$ cat config.mk
export PLATFORM = sky130hd
export DESIGN_NAME = jogo_memoria_param_flat
export DESIGN_NICKNAME = d
export VERILOG_FILES = /design/src/rtl/jogo_memoria_param_if.sv /design/src/rtl/jogo_memoria_param.sv /design/src/flat_wrapper.sv
export SDC_FILE = /design/constraint.sdc
export NUM_CORES = 1
export LEC_CHECK = 0
export BUFFER_PORTS_ARGS = -buffer_cell sky130_fd_sc_hd__buf_2
export CAP_MARGIN = 20
export CORE_MARGIN = 8
export CORE_UTILIZATION = 45
export DETAILED_ROUTE_END_ITERATION = 8
export GPL_TIMING_DRIVEN = 1
export SLEW_MARGIN = 20
export SYNTH_ARGS = -nofsm -noshare
export SYNTH_HDL_FRONTEND = slang
export SYNTH_SLANG_ARGS = --single-unit
export TNS_END_PERCENT = 50
$ cat constraint.sdc
create_clock -name clock -period 3.3 [get_ports clock]
set_clock_uncertainty 0.15 [all_clocks]
set_input_delay 0 -clock clock [delete_from_list [all_inputs] [get_ports clock]]
set_output_delay 0 -clock clock [all_outputs]
set_load 0.02 [all_outputs]
$ cat src/rtl/jogo_memoria_param_if.sv
// Player-facing signal bundle for the memory game: start/level request,
// buttons in, LEDs, result flags and debug taps out.
interface jogo_memoria_param_if #(
  parameter int N_BOTOES = 4,
  parameter int MAX_SEQ  = 16
);
  localparam int RW = $clog2(MAX_SEQ);
  localparam int BW = (N_BOTOES > 2) ? $clog2(N_BOTOES) : 1;

  logic                jogar;
  logic                nivel;
  logic [N_BOTOES-1:0] botoes;
  logic [N_BOTOES-1:0] leds;
  logic                ganhou;
  logic                perdeu;
  logic                timeout;
  logic                pronto;
  logic [3:0]          db_estado;
  logic [RW-1:0]       db_rodada;
  logic [BW-1:0]       db_esperado;

  modport master (
    output jogar, nivel, botoes,
    input  leds, ganhou, perdeu, timeout, pronto, db_estado, db_rodada, db_esperado
  );

  modport slave (
    input  jogar, nivel, botoes,
    output leds, ganhou, perdeu, timeout, pronto, db_estado, db_rodada, db_esperado
  );
endinterface

$ cat src/rtl/jogo_memoria_param.sv
// Simon-style memory game: generates a random sequence, shows a growing prefix
// on the LEDs each round and checks the player's button presses against it.
module jogo_memoria_param #(
  parameter int N_BOTOES       = 4,
  parameter int MAX_SEQ        = 16,
  parameter int TIMEOUT_CICLOS = 5000,
  parameter int LED_CICLOS     = 1000
) (
  input logic            clock,
  input logic            reset,
  jogo_memoria_param_if.slave io
);
  localparam int RW   = $clog2(MAX_SEQ);
  localparam int BW   = (N_BOTOES > 2) ? $clog2(N_BOTOES) : 1;
  localparam int TMAX = (TIMEOUT_CICLOS > LED_CICLOS) ? TIMEOUT_CICLOS : LED_CICLOS;
  localparam int TW   = $clog2(TMAX + 1);

  localparam logic [3:0] INICIAL    = 4'h0;
  localparam logic [3:0] GERA       = 4'h1;
  localparam logic [3:0] MOSTRA     = 4'h2;
  localparam logic [3:0] APAGA      = 4'h3;
  localparam logic [3:0] ESPERA     = 4'h4;
  localparam logic [3:0] REGISTRA   = 4'h5;
  localparam logic [3:0] COMPARA    = 4'h6;
  localparam logic [3:0] PROXIMA    = 4'h7;
  localparam logic [3:0] FIM_RODADA = 4'h8;
  localparam logic [3:0] GANHOU     = 4'hA;
  localparam logic [3:0] TIMEOUT    = 4'hD;
  localparam logic [3:0] PERDEU     = 4'hE;

  localparam logic [TW-1:0] LED_FIM = TW'(LED_CICLOS - 1);
  localparam logic [TW-1:0] TMO_FIM = TW'(TIMEOUT_CICLOS - 1);
  localparam logic [RW-1:0] ULTIMO  = RW'(MAX_SEQ - 1);

  logic [3:0]          estado;
  logic [RW-1:0]       addr;
  logic [RW-1:0]       rodada;
  logic [TW-1:0]       tmr;
  logic                nivel_r;
  logic [N_BOTOES-1:0] jogada;
  logic [15:0]         lfsr;
  logic                botoes_d;
  logic [BW-1:0]       mem [MAX_SEQ];

  logic [BW-1:0]       esperado;
  logic [N_BOTOES-1:0] alvo;
  logic [BW-1:0]       sorteio;
  logic [RW-1:0]       len_m1;
  logic                jogou;
  logic                terminal;

  assign esperado = mem[addr];
  assign alvo     = N_BOTOES'(1) << esperado;
  assign sorteio  = BW'(lfsr[7:0] % 8'(N_BOTOES));
  assign len_m1   = nivel_r ? RW'(MAX_SEQ - 1) : RW'(MAX_SEQ / 2 - 1);
  // A play is the 0->1 edge of "any button"; holding keeps it from re-firing.
  assign jogou    = (|io.botoes) & ~botoes_d;
  assign terminal = (estado == GANHOU) || (estado == TIMEOUT) || (estado == PERDEU);

  always_ff @(posedge clock or negedge reset) begin
    if (!reset) begin
      lfsr     <= 16'hACE1;
      botoes_d <= 1'b0;
    end else begin
      lfsr     <= {lfsr[14:0], lfsr[15] ^ lfsr[13] ^ lfsr[12] ^ lfsr[10]};
      botoes_d <= |io.botoes;
    end
  end

  always_ff @(posedge clock or negedge reset) begin
    if (!reset) begin
      for (int i = 0; i < MAX_SEQ; i++) mem[i] <= '0;
    end else if (estado == GERA) begin
      mem[addr] <= sorteio;
    end
  end

  always_ff @(posedge clock or negedge reset) begin
    if (!reset) begin
      estado  <= INICIAL;
      addr    <= '0;
      rodada  <= '0;
      tmr     <= '0;
      nivel_r <= 1'b0;
      jogada  <= '0;
    end else begin
      case (estado)
        INICIAL, GANHOU, TIMEOUT, PERDEU: begin
          if (io.jogar) begin
            estado  <= GERA;
            nivel_r <= io.nivel;
            addr    <= '0;
            rodada  <= '0;
            tmr     <= '0;
          end
        end
        // The full MAX_SEQ table is always filled; nivel only limits rounds.
        GERA: begin
          if (addr == ULTIMO) begin
            addr   <= '0;
            estado <= MOSTRA;
          end else begin
            addr <= addr + RW'(1);
          end
        end
        MOSTRA: begin
          if (tmr == LED_FIM) begin
            tmr    <= '0;
            estado <= APAGA;
          end else begin
            tmr <= tmr + TW'(1);
          end
        end
        APAGA: begin
          if (tmr == LED_FIM) begin
            tmr <= '0;
            if (addr < rodada) begin
              addr   <= addr + RW'(1);
              estado <= MOSTRA;
            end else begin
              addr   <= '0;
              estado <= ESPERA;
            end
          end else begin
            tmr <= tmr + TW'(1);
          end
        end
        ESPERA: begin
          if (jogou) begin
            jogada <= io.botoes;
            estado <= REGISTRA;
          end else if (tmr == TMO_FIM) begin
            estado <= TIMEOUT;
          end else begin
            tmr <= tmr + TW'(1);
          end
        end
        REGISTRA: estado <= COMPARA;
        // Exact match against one-hot rejects multi-button presses too.
        COMPARA: begin
          if (jogada != alvo)       estado <= PERDEU;
          else if (addr < rodada)   estado <= PROXIMA;
          else                      estado <= FIM_RODADA;
        end
        PROXIMA: begin
          addr   <= addr + RW'(1);
          tmr    <= '0;
          estado <= ESPERA;
        end
        FIM_RODADA: begin
          if (rodada == len_m1) begin
            estado <= GANHOU;
          end else begin
            rodada <= rodada + RW'(1);
            addr   <= '0;
            tmr    <= '0;
            estado <= MOSTRA;
          end
        end
        default: estado <= INICIAL;
      endcase
    end
  end

  assign io.leds        = (estado == MOSTRA) ? alvo : '0;
  assign io.ganhou      = (estado == GANHOU);
  assign io.perdeu      = (estado == PERDEU);
  assign io.timeout     = (estado == TIMEOUT);
  assign io.pronto      = terminal;
  assign io.db_estado   = estado;
  assign io.db_rodada   = rodada;
  assign io.db_esperado = esperado;
endmodule
$ cat src/flat_wrapper.sv
// flat-port wrapper written by rule: the top's interface ports become plain ports
module jogo_memoria_param_flat 
#(
  parameter int N_BOTOES       = 4,
  parameter int MAX_SEQ        = 16,
  parameter int TIMEOUT_CICLOS = 5000,
  parameter int LED_CICLOS     = 1000
)
  (clock, reset, io_jogar, io_nivel, io_botoes, io_leds, io_ganhou, io_perdeu, io_timeout, io_pronto, io_db_estado, io_db_rodada, io_db_esperado);
  jogo_memoria_param_if #(.N_BOTOES(N_BOTOES), .MAX_SEQ(MAX_SEQ)) io_i ();
  input logic clock;
  input logic reset;
  input wire logic [$bits(io_i.jogar)-1:0] io_jogar;
  input wire logic [$bits(io_i.nivel)-1:0] io_nivel;
  input wire logic [$bits(io_i.botoes)-1:0] io_botoes;
  output wire logic [$bits(io_i.leds)-1:0] io_leds;
  output wire logic [$bits(io_i.ganhou)-1:0] io_ganhou;
  output wire logic [$bits(io_i.perdeu)-1:0] io_perdeu;
  output wire logic [$bits(io_i.timeout)-1:0] io_timeout;
  output wire logic [$bits(io_i.pronto)-1:0] io_pronto;
  output wire logic [$bits(io_i.db_estado)-1:0] io_db_estado;
  output wire logic [$bits(io_i.db_rodada)-1:0] io_db_rodada;
  output wire logic [$bits(io_i.db_esperado)-1:0] io_db_esperado;
  assign io_i.jogar = io_jogar;
  assign io_i.nivel = io_nivel;
  assign io_i.botoes = io_botoes;
  assign io_leds = io_i.leds;
  assign io_ganhou = io_i.ganhou;
  assign io_perdeu = io_i.perdeu;
  assign io_timeout = io_i.timeout;
  assign io_pronto = io_i.pronto;
  assign io_db_estado = io_i.db_estado;
  assign io_db_rodada = io_i.db_rodada;
  assign io_db_esperado = io_i.db_esperado;
  jogo_memoria_param #(.N_BOTOES(N_BOTOES), .MAX_SEQ(MAX_SEQ), .TIMEOUT_CICLOS(TIMEOUT_CICLOS), .LED_CICLOS(LED_CICLOS)) u_core (.clock(clock), .reset(reset), .io(io_i));
endmodule
==> impl_metrics.yaml <==
floorplanning:
  die_w_um: 111
  io_pins: 26
  die_y_um: 111
  dieArea_mm2: 0.0123
  core_area_mm2: 0.00876
  initial_core_util_pct: 46.4
  row_count: 34
routing:
  num_vias: 3028
  drtIter0Drc: 141
  route.detailed.drc: 0
  drt-total-wl_mm: 8.92
  drt-pass1-iter-count: 5
  ant_nets: 0
  viasPerCell: 5.69
  drt-wirelength-per-cell_um: 16.8
synthesis:
  yosysUniqueCellTypes: 55
  ys.flop_type: "dfrtp_1"
  ys_seq_elements: 79
  synth_area_mm2: 0.00407
  yosysMostFrequentCell: "dfrtp_1"
  syn_nets: 400
  syn-mean-instance-area_um2: 10.6
  yosys_warnings: 0
  ys_top_cells_by_area: "dfrtp_1 44%, mux2_2 8.6%, dfstp_2 5.2%, nand2_1 5.0%, mux4_2 3.9%"
  yosysSeqAreaShare_pct: 48.8
  synth_common_cells: "71 x dfrtp_1, 54 x nand2_1, 31 x mux2_2"
  netlist_instances: 383
  synthArstFlopShare_pct: 100
  synth_top_area_share_pct: 43.7
  synth_enable_flop_cells: 0
  yosys.area.top_type: "dfrtp_1"
timing:
  finalSetupViolCount: 0
  period_needed_ns: 2.84
  tightest_slew_ns: 0.733
  rsz0062_at_grt: "false"
  tns_ns: 0
  finalHoldViolCount: 0
  fmax_ghz: 0.352
  setup_ws_ns: 0.459
  final.period_utilization_pct: 86.1
  drv_slew: 0
  slew-limit-headroom_pct: 51.1
grt:
  grt_usage_pct: 14.6
  grt_pass1_wl_mm: 15.1
  overflow: 0
  antenna_found_initial: 0
  grt_max_degree: 80
  grt_pass1_vias: 2915
worst_setup_path:
  path_class: "reg2reg"
  cp_max_fo: 15
  worst-path-buf-inv: 0
  cp_data_arrival_time_ns: 2.93
  crit_required_ns: 3.39
  cp_top_family: "compound AO/OA/AOI/OAI gates"
  cp_cell_sequence: "nor4b_2, nand4_1, a21boi_1, o221ai_2, o21ai_1, mux2i_1, nand2_1"
  max_stage_delay_ns: 0.61
  crit_path_end_kind: "flop"
  cp-start-kind: "flop"
  slowest_stage: "dfrtp_1"
place:
  dpl_worst_slack_ns: 0.520
  gp_congestion: 0.880
  portBuffers: 25
  dp_hpwl_mm: 6.11
power_and_ir_drop:
  power.net_switching_mw: 0.409
  p_int_mw: 1.51
  power_frac_seq_pct: 50.7
  switching_share_pct: 21.3
  leakagePower_nw: 2.20
  comb_power_share_pct: 2.0
  total_power_mw: 1.92
  pwr-share-clk_pct: 47.3
  vdd_drop_max_mv: 0.254
  p_per_area_mw_per_mm2: 413
layout:
  area_growth_pct: 14.4
  drive_above_1_share_pct: 24.5
  finalNetCount: 436
  n_antenna_cell: 0
  final_core_utilization_pct: 53.2
status:
  status: "complete, no violations"
clock_tree:
  root_buffer: "clkbuf_8"
  cts_buffer_depth: 2
  clk_pin_slew_ns: 0.09
  numClockSinks: 79
  clkLatencyLatePin_ns: 0.35
  ctsResizeCount: 0
  cts_made_buffers: 9
  cts_tree: "yes"
  htree_levels: 3
run:
  cap_violations: 0
min_path:
  hold_class: "in2async"
-- cells in the final DEF, fill, tap and decap left out, types with 8 or more instances in the layout --
cell,n
mux2_2,31
nor2_1,30
inv_1,9
clkbuf_8,10
nand3_1,9
o21ai_0,13
ha_1,9
nand2_1,54
buf_4,9
dfrtp_1,71
dfstp_2,8
o21ai_1,22
buf_2,24
nor3_1,9
-- worst paths after layout --
kind / cells past startpoint / slack [ns] / end / startpoint
worst max-delay path: 7 / 0.46 / u_core.io.db_estado[3] / u_core.io.db_estado[0]
worst min-delay path: 2 / 0.06 / u_core.tmr[9] / reset
worst max register to register: 7 / 0.46 / u_core.io.db_estado[3] / u_core.io.db_estado[0]
worst min register to register: 0 / 0.21 / u_core.lfsr[7] / u_core.lfsr[6]
max in group asynchronous: 2 / 2.39 / u_core.mem[4] / reset
min in group clock: 5 / 0.09 / u_core.io.db_rodada[0] / io_jogar
-- power groups by stage --
stage | logic [mW] | registers [mW] | clock network (mW)
5_1_grt | 0.0451 | 0.975 | 0.967
2_1_floorplan | 0.00817 | 0.992 | 0
3_5_place_dp | 0.0348 | 0.993 | 0
6_report | 0.0387 | 0.974 | 0.910
3_3_place_gp | 0.0341 | 0.993 | 0
4_1_cts | 0.0404 | 0.974 | 0.924
-- area by class of cell --
type / count / area [µm²]
Clock buffer: 10 / 138
Inverter: 11 / 41.3
Fill cell: 773 / 4110
Timing Repair Buffer: 40 / 259
Clock inverter: 6 / 115
Tap cell: 108 / 135
Multi-Input combinational cell: 278 / 1980
Sequential cell: 79 / 1990
-- layer usage --
layer | wire [µm] | track usage, %
met5 | 0 | 0
met4 | 109 | 4.80
met3 | 430 | 2.87
met2 | 4200 | 22.2
met1 | 4180 | 20.2
-- kinds of logic (layout without fill, tap and decap cells) --
logic type	after synthesis	after routing	share of synthesized area (%)
simple gates	142	142	16.7
mux	50	50	16.8
fa+ha+maj	9	9	2.77
xor+xnor	4	4	0.861
flops	79	79	48.8
buf+inv	26	67	2.46
compound gates	73	73	11.6
-- registers in the layout, indices dropped and copies added (netlist names) --
name                 flops
u_core.nivel_r           1
u_core.tmr              13
u_core.jogada            4
u_core.io.db_rodada      4
u_core.botoes_d          1
u_core.io.db_estado      4
u_core.lfsr             16
u_core.mem              32
u_core.addr              4
-- through the flow --
step,cell area [µm²],hold WS (ns),cells
after global routing,4660,0.129,532
after detailed placement,4340,0.0816,510
after global placement,4340,0.0663,510
final,4660,0.0622,532
after CTS,4650,0.0844,532
after floorplan,4070,-0.446,383
-- timing repair --
item / in CTS / in global routing
hold buffers: 6 / 0
setup buffers: 0 / 0
endpoints found under the hold margin: 77 / 0
(Power assumes the default switching activity.)
